## config.mk

```make
export PLATFORM = sky130hd
export DESIGN_NAME = waveform_sequencer
export DESIGN_NICKNAME = d
export VERILOG_FILES = /design/src/rtl/waveform_sequencer.sv
export SDC_FILE = /design/constraint.sdc
export NUM_CORES = 1
export LEC_CHECK = 0
export CORE_MARGIN = 2
export CORE_UTILIZATION = 30
export CTS_BUF_LIST = sky130_fd_sc_hd__clkbuf_4
export CTS_CLUSTER_DIAMETER = 100
export DETAILED_ROUTE_END_ITERATION = 10
export MAX_ROUTING_LAYER = met4
export REMOVE_ABC_BUFFERS = 1
export SYNTH_ARGS = -nofsm -noshare
export SYNTH_HDL_FRONTEND = slang
export SYNTH_SLANG_ARGS = --single-unit
```

## constraint.sdc

```tcl
create_clock -name clk -period 5.2 [get_ports clk]
set_clock_uncertainty 0.05 [all_clocks]
set_input_delay 1.04 -clock clk [delete_from_list [all_inputs] [get_ports clk]]
set_output_delay 1.04 -clock clk [all_outputs]
set_load 0.005 [all_outputs]
```

## src/rtl/waveform_sequencer.sv

```systemverilog
// waveform_sequencer: steps the waveform generator through a table of (increment, dwell) tones.
// Define WFSEQ_GAP_EN to insert a GAP_CYCLES silent gap between consecutive steps.
module waveform_sequencer #(
   parameter int DEPTH      = 8,
   parameter int ADDR_W     = 3,
   parameter int INC_W      = 16,
   parameter int DWELL_W    = 24,
   parameter int GAP_CYCLES = 16
) (
   input  logic               clk,
   input  logic               reset,
   input  logic               cfg_we,
   input  logic [ADDR_W-1:0]  cfg_addr,
   input  logic [INC_W-1:0]   cfg_increment,
   input  logic [DWELL_W-1:0] cfg_dwell,
   input  logic [ADDR_W:0]    seq_len,
   input  logic               loop,
   input  logic               start,
   input  logic               stop,
   input  logic               gen_ready,
   output logic               gen_enable,
   output logic [INC_W-1:0]   gen_increment,
   output logic [ADDR_W-1:0]  step_idx,
   output logic               busy,
   output logic               done
);
   typedef enum logic [2:0] {IDLE, ARM, PLAY, GAP, FINISH} state_t;
   state_t state, state_n;
   logic [INC_W-1:0]   inc_mem   [DEPTH];
   logic [DWELL_W-1:0] dwell_mem [DEPTH];
   logic [DWELL_W-1:0] cnt, cnt_n, dwell_sel;
   logic [ADDR_W-1:0]  step_n, nxt_step, tgt;
   logic [ADDR_W:0]    len_q;
   logic               loop_q, start_ok, last, load;
   logic               gen_enable_n, busy_n, done_n;
   logic [INC_W-1:0]   inc_n;
`ifdef WFSEQ_GAP_EN
   localparam int GAP_W = $clog2(GAP_CYCLES + 1);
   logic [GAP_W-1:0]   gap_cnt, gap_n;
`endif
   assign start_ok  = start && !stop && seq_len != '0 && seq_len <= (ADDR_W+1)'(DEPTH);
   assign last      = {1'b0, step_idx} == len_q - 1'b1;
   assign nxt_step  = last ? '0 : step_idx + 1'b1;
   // entry whose increment/dwell gets loaded on a step boundary
   assign tgt       = state == PLAY ? nxt_step : state == IDLE ? '0 : step_idx;
   assign dwell_sel = dwell_mem[tgt] == '0 ? DWELL_W'(1) : dwell_mem[tgt];
   always_ff @(posedge clk or negedge reset)
      if (!reset) begin
         state         <= IDLE;
         step_idx      <= '0;
         gen_increment <= '0;
         gen_enable    <= 1'b0;
         busy          <= 1'b0;
         done          <= 1'b0;
         cnt           <= '0;
         len_q         <= '0;
         loop_q        <= 1'b0;
`ifdef WFSEQ_GAP_EN
         gap_cnt       <= '0;
`endif
      end else begin
         state         <= state_n;
         step_idx      <= step_n;
         gen_increment <= inc_n;
         gen_enable    <= gen_enable_n;
         busy          <= busy_n;
         done          <= done_n;
         cnt           <= cnt_n;
`ifdef WFSEQ_GAP_EN
         gap_cnt       <= gap_n;
`endif
         if (state == IDLE && start_ok) begin
            len_q  <= seq_len;
            loop_q <= loop;
         end
      end
   always_ff @(posedge clk)
      if (cfg_we && state == IDLE) begin
         inc_mem[cfg_addr]   <= cfg_increment;
         dwell_mem[cfg_addr] <= cfg_dwell;
      end
   always_comb begin
      state_n = state;
      step_n  = step_idx;
      cnt_n   = cnt;
      load    = 1'b0;
`ifdef WFSEQ_GAP_EN
      gap_n   = gap_cnt;
`endif
      case (state)
         IDLE: if (start_ok) begin
            state_n = ARM;
            load    = 1'b1;
         end
         ARM: if (gen_ready) state_n = PLAY;
         PLAY: if (gen_ready) begin
            if (cnt != DWELL_W'(1)) cnt_n = cnt - 1'b1;
            else if (last && !loop_q) state_n = FINISH;
`ifdef WFSEQ_GAP_EN
            else begin
               state_n = GAP;
               step_n  = nxt_step;
               gap_n   = GAP_W'(GAP_CYCLES);
            end
`else
            else load = 1'b1;
`endif
         end
`ifdef WFSEQ_GAP_EN
         GAP: if (gap_cnt != GAP_W'(1)) gap_n = gap_cnt - 1'b1;
         else begin
            state_n = ARM;
            load    = 1'b1;
         end
`endif
         FINISH: begin
            state_n = IDLE;
            step_n  = '0;
         end
         default: state_n = IDLE;
      endcase
      if (load) begin
         step_n = tgt;
         cnt_n  = dwell_sel;
      end
      if (stop && state != IDLE) begin
         state_n = IDLE;
         step_n  = '0;
         load    = 1'b0;
      end
   end
   always_comb begin
      gen_enable_n = state_n == ARM || state_n == PLAY;
      busy_n       = state_n != IDLE;
      done_n       = state_n == FINISH;
      inc_n        = load ? inc_mem[tgt] : gen_increment;
   end
endmodule

```

==> reports/results.txt, run 1 <==
Die H: 235 um
Syn. warnings: 0
Total wire length: 41600 um
Slew Limit Fails: 0
Vias: 10900
Root Driver: clkbuf_4
Synth Area in Compound Gates: 9.10%
Slew margin rel.: 25.7%
LEAKAGE: 6.47 nW
Worst Path Max Fanout: 62
Cell Count Post-Placement: 1957
Antenna violations before repair: 6
Syn-to-layout area delta: 17.2%
Worst Tran Pin Value: 1110 ps
Initial cell density of the core: 30.3%
Final critical-path share of the clock period: 72.6%
RSZ-0062 raised after global routing: no
Die width: 235 um
Clk_lat worst skew: 770 ps
Setup violations, final: 0
Largest family of logic cells by synthesized area: simple AND/OR/NAND/NOR gates
Num CTS Buffers: 94
Clock buffer depth: 3
Worst-path clk slew: 70 ps
DR DRC count: 0
DRT Pass-1 Iters: 5
Gpl congestion: 0.887
Per-cell routed wire length: 19.5 um
Share of cells above drive strength 1: 15.6%
Ys async rst share: 14.4%
Post-Synth XOR/XNOR Area: 1.40%
Pre-CTS WS: 1350 ps
First-pass GRT wire length: 63600 um
Prevailing post-synth register cell: edfxtp_1
Worst path cell trace: ha_1, or4bb_1, a31o_2, o211ai_4, buf_4, o21ai_0, a2111oi_0, o2111ai_1, o21ai_1
Power Total: 0.00720 W
Worst hold path class: in2async
Via/cell ratio: 5.08
Max cap viols: 0
PortBufs: 75
CTS tree: done
Final cell count without fillers: 2135
Finished Cell Area: 18700 um^2
Worst Setup End Kind: flop
Post-CTS Setup Inserts: 0
Post-Synth Simple-Gate Area: 14.3%
Post-cts sizing count: 0
Cts hold-fix bufs: 0
Endpoint required time on the critical path: 5850 ps
Worst path max stage delay: 670 ps
Outcome: finished, final reports clean
Clock sinks: 374
Fin crit period: 3770 ps
Adder-cell share of the synthesized area: 0.313%
Io pins: 76
Final hold vios: 0
CP max stage cell: buf_4
Tot GR Track Use: 15.3%
H-tree Lvls: 3
Type of origin of the critical path: flop
DP Wirelength: 23700 um
Syn Area/Cell: 12.9 um^2
Cell area after placement: 17500 um^2
Vias in the first global route: 10600
Reg-to-Reg Start: step_idx[0]
Critical path class: reg2reg
Largest net degree at the start of global routing: 68
Power per cell area: 384 nW/um^2
Distinct cells, synth: 75
WP data arrival: 4420 ps
Sequential element share of the synthesized area: 68.6%
Die area: 55100 um^2
Max Clk Rate: 0.265 GHz
Number of synthesized flops with an enable pin: 320
Reg-to-reg critical path endpoint: cnt[0]
Worst reg-to-reg setup slack: 1430 ps
Grt ovf: 0
Post-synthesis cell area: 16000 um^2
Post-route ant nets: 0
Core ar.: 52700 um^2
Setup slack after layout: 1430 ps
Syn Inst Count: 1241
Row count: 84
Peak VDD IR: 0.138 mV
Final nets: 1423
Yosys reg bits: 374
Multiplexer share of the synthesized area: 3.93%
Worst R2R Path Depth: 9
Starting DRT DRC Count: 1122
## critical path, delay by kind of cell (launching register included)
kind / cells / cell delay [ps]
buffers and inverters: 1 / 670
adders and majority gates: 1 / 350
AOI/OAI and AO/OA: 6 / 1550
DFF: 1 / 540
and+or+nand+nor: 1 / 560
## cells in the mapped netlist, types with 18 or more instances
master	n	area, um^2
a21oi_1	27	135
a31oi_1	41	257
mux2i_1	47	470
nor2_1	54	203
o21ai_0	29	145
nand2_1	277	1040
a311oi_1	19	166
buf_2	18	90.1
dfrtp_1	54	1350
nand3_1	64	320
clkbuf_1	35	131
and3_1	35	219
edfxtp_1	320	9610
## area by class of cell
type                    count  area, um^2
multi-input cells         788        4730
clock inverters            29         126
clock buffers             143        1070
repair buffers             99         926
fillers                  5040       33900
flip-flops and latches    374       11000
well taps                 688         861
inverters                   8        30.0
diodes                      6        15.0
## logic make-up after synthesis
group	Yosys count
adder cells (fa/ha/maj)	4
XOR/XNOR	24
AND/OR/NAND/NOR	501
AO/OA/AOI/OAI	198
flip-flops	374
multiplexers	61
buffers and inverters	79
## per-layer routing
metal,GRT usage (%),routed length (um),vias up
met2,23.1,19300,447
met5,-,0,-
li1,-,-,5014
met4,4.97,883,0
met1,20.0,18100,5321
met3,4.37,3370,73
## sequential cells by signal (all words and copies together), names as in the netlist
| signal | cells |
|---|---|
| busy | 1 |
| cnt | 24 |
| done | 1 |
| dwell_mem | 192 |
| gen_enable | 1 |
| gen_increment | 16 |
| inc_mem | 128 |
| len_q | 4 |
| loop_q | 1 |
| state | 3 |
| step_idx | 3 |
## layout by cell type, fill, tap and decap left out, types with 5 or more instances in the layout
cell and instances:
edfxtp_1 320, nand2_1 277, clkbuf_4 143, clkdlybuf4s50_1 74
nand3_1 64, dfrtp_1 54, nor2_1 47, mux2i_1 47
a31oi_1 41, and3_1 35, o21ai_0 29, a21oi_1 27
buf_4 24, a311oi_1 19, clkinv_1 18, mux2_2 14
xor2_1 13, nor3_1 12, a32oi_1 12, xnor2_1 10
or3_1 9, nand4_1 9, inv_1 8, nor2_4 8
a221oi_1 8, o221ai_1 8, nor4_1 7, diode_2 6
a211oi_1 6, a22o_1 6, clkinv_2 6, o311ai_1 5
## metrics by stage
step / TNS, ps / hold slack, ps / util [%]
after floorplan: -296 / 423 / -
after global placement: 0 / 420 / 33.2
after detailed placement: 0 / 419 / 33.2
after CTS: 0 / 205 / 35.5
after global routing: 0 / 214 / 35.6
final: 0 / 268 / 35.6
## worst max-delay path by stage
stage / startpoint / end / slack [ps] / depth (start not counted)
final: step_idx[0] / cnt[0] / 1430 / 9
after global routing: len_q[0] / cnt[0] / 1070 / 11
after CTS: step_idx[0] / cnt[0] / 1410 / 9
after detailed placement: seq_len[0] / step_idx[0] / 1350 / 8
after global placement: step_idx[0] / cnt[0] / 1400 / 9
after floorplan: len_q[0] / cnt[0] / -290 / 10
## power by group
group,leakage [nW],switching (W),total (W),internal [W]
Clock,0.731,0.00117,0.00244,0.00126
Sequential,3.55,0.000154,0.00360,0.00345
Combinational,2.19,0.000696,0.00116,0.000465
No activity file was read; power rests on OpenSTA's default activity.
==> run 2, diff against run 1 <==
- clock period: 5.2 -> 3.5 ns (I/O delays scaled with it)
==> reports/results.txt, run 2 (synthesis gave the netlist of run 1 again) <==
Outcome: finished, final reports clean
Top delay family on crit path: simple AND/OR/NAND/NOR gates
Gpl congestion: 0.856
Top Registers: dwell_mem (192), inc_mem (128), cnt (24)
Tot GR Track Use: 15.7%
Max FFs per register: 192
Via/cell ratio: 5.05
Fillers: 5085
Post-route ant nets: 0
Slew margin rel.: 49.7%
Max cap viols: 0
Die width: 235 um
Row count: 84
Total wire length: 42400 um
H-tree Lvls: 3
Worst Setup End Kind: flop
Commonest non-fill, non-tap cell in the layout: edfxtp_1
Largest net degree at the start of global routing: 61
Worst-path clk slew: 60 ps
CP Buf/Inv Count: 2
First-pass GRT wire length: 64900 um
Vias in the first global route: 11000
Cell Count Post-Placement: 1988
CP max stage cell: or4b_2
Pre-CTS WS: 154 ps
Grt ovf: 0
PortBufs: 75
Num CTS Buffers: 97
Final critical-path share of the clock period: 95.7%
DR DRC count: 0
Max Clk Rate: 0.299 GHz
Type of origin of the critical path: flop
Endpoint required time on the critical path: 4120 ps
Worst path max stage delay: 580 ps
Worst path cell trace: inv_1, ha_1, or4b_2, nor4_1, nand3_1, o31a_1, buf_4, mux2_2
Setup slack after layout: 151 ps
DRT Pass-1 Iters: 6
Vias: 11000
Largest Register: dwell_mem
CTS tree: done
Highest-count cells in the layout ignoring fill and taps: 320 x edfxtp_1, 277 x nand2_1, 152 x clkbuf_4
Clk_lat worst skew: 830 ps
Power per cell area: 573 nW/um^2
Root Driver: clkbuf_4
Clock buffer depth: 3
WP data arrival: 3960 ps
Final cell count without fillers: 2177
Clock sinks: 374
Worst Path Max Fanout: 23
Core ar.: 52700 um^2
Io pins: 76
Worst Tran Pin Value: 752 ps
RSZ-0062 raised after global routing: no
Initial cell density of the core: 30.3%
Final hold vios: 0
DP Wirelength: 25100 um
Starting DRT DRC Count: 983
Slew Limit Fails: 0
Peak VDD IR: 0.249 mV
Antenna violations before repair: 6
Critical path class: reg2reg
Worst hold path class: in2async
Share of cells above drive strength 1: 17.8%
Die H: 235 um
Die area: 55100 um^2
LEAKAGE: 6.72 nW
Setup violations, final: 0
Syn-to-layout area delta: 20.4%
Per-cell routed wire length: 19.5 um
Final nets: 1458
Fin crit period: 3350 ps
==> run 2: cell types whose count changed in the layout (fill, tap and decap cells not counted), moves of 2 or more <==
cell	previous run	this run
buf_12	0	13
inv_2	3	1
clkinv_2	6	3
buf_4	24	41
clkbuf_4	143	152
diode_2	6	8
==> run 2: where the power goes <==
part	leakage [nW]	switching (W)	internal [W]
combinational	2.40	0.00109	0.000786
sequential	3.55	0.000184	0.00512
clock	0.772	0.00179	0.00205
==> run 2: worst paths after layout <==
kind / start / endpoint / slack (ps) / depth (start not counted)
min: reset / state[1] / 380 / 3
min in group clk: gen_increment[5] / gen_increment[5] / 440 / 2
max in group asynchronous: reset / cnt[10] / 2680 / 3
min reg2reg: gen_increment[5] / gen_increment[5] / 440 / 2
max: cnt[1] / cnt[7] / 150 / 8
max reg2reg: cnt[1] / cnt[7] / 150 / 8
==> run 2: area by class of cell <==
class | instances | area, um^2 | area share [%]
flip-flops and latches | 374 | 11000 | 57.0
multi-input cells | 788 | 4740 | 24.6
repair buffers | 131 | 1340 | 6.94
clock buffers | 152 | 1140 | 5.93
well taps | 688 | 861 | 4.47
clock inverters | 28 | 154 | 0.800
inverters | 8 | 30.0 | 0.156
diodes | 8 | 20.0 | 0.104
==> run 2: timing repair <==
| item | 4_1_cts | 5_1_grt |
|---|---|---|
| hold buffers | 1 | 0 |
| resized for setup | 0 | 2 |
| endpoints found under the setup margin | 0 | 1 |
| hold endpoints to repair | 54 | 0 |
| setup buffers | 0 | 0 |
==> run 2: worst register-to-register path, stage by stage, from the launching register on <==
cell and delay [ps]:
dfrtp_1 390, inv_1 80, ha_1 140, or4b_2 580, nor4_1 520, nand3_1 370
o31a_1 500, buf_4 280, mux2_2 290
==> run 2: metal layers <==
layer / wire length [um] / global-route usage, % / vias up
li1: - / - / 5090
met1: 18400 / 20.1 / 5406
met2: 19900 / 23.9 / 411
met3: 2910 / 3.79 / 94
met4: 1190 / 6.37 / 0
met5: 0 / - / -
==> run 2: per-stage QoR <==
step           hold WS (ps)  area, um^2  total power (W)  TNS [ps]  util [%]
4_1_cts                 335       19200           0.0112         0      36.5
3_3_place_gp            420       17900          0.00723         0      34.0
3_5_place_dp            425       17900          0.00726         0      34.0
2_1_floorplan           354       15600          0.00640   -141710         -
6_report                382       19200           0.0110         0      36.5
5_1_grt                 367       19200           0.0116         0      36.5
==> run 3, diff against run 2 <==
- SLEW_MARGIN: default -> 20
==> results of run 3 <==
Same layout as run 2: the final DEF is identical, and so are final timing and power.
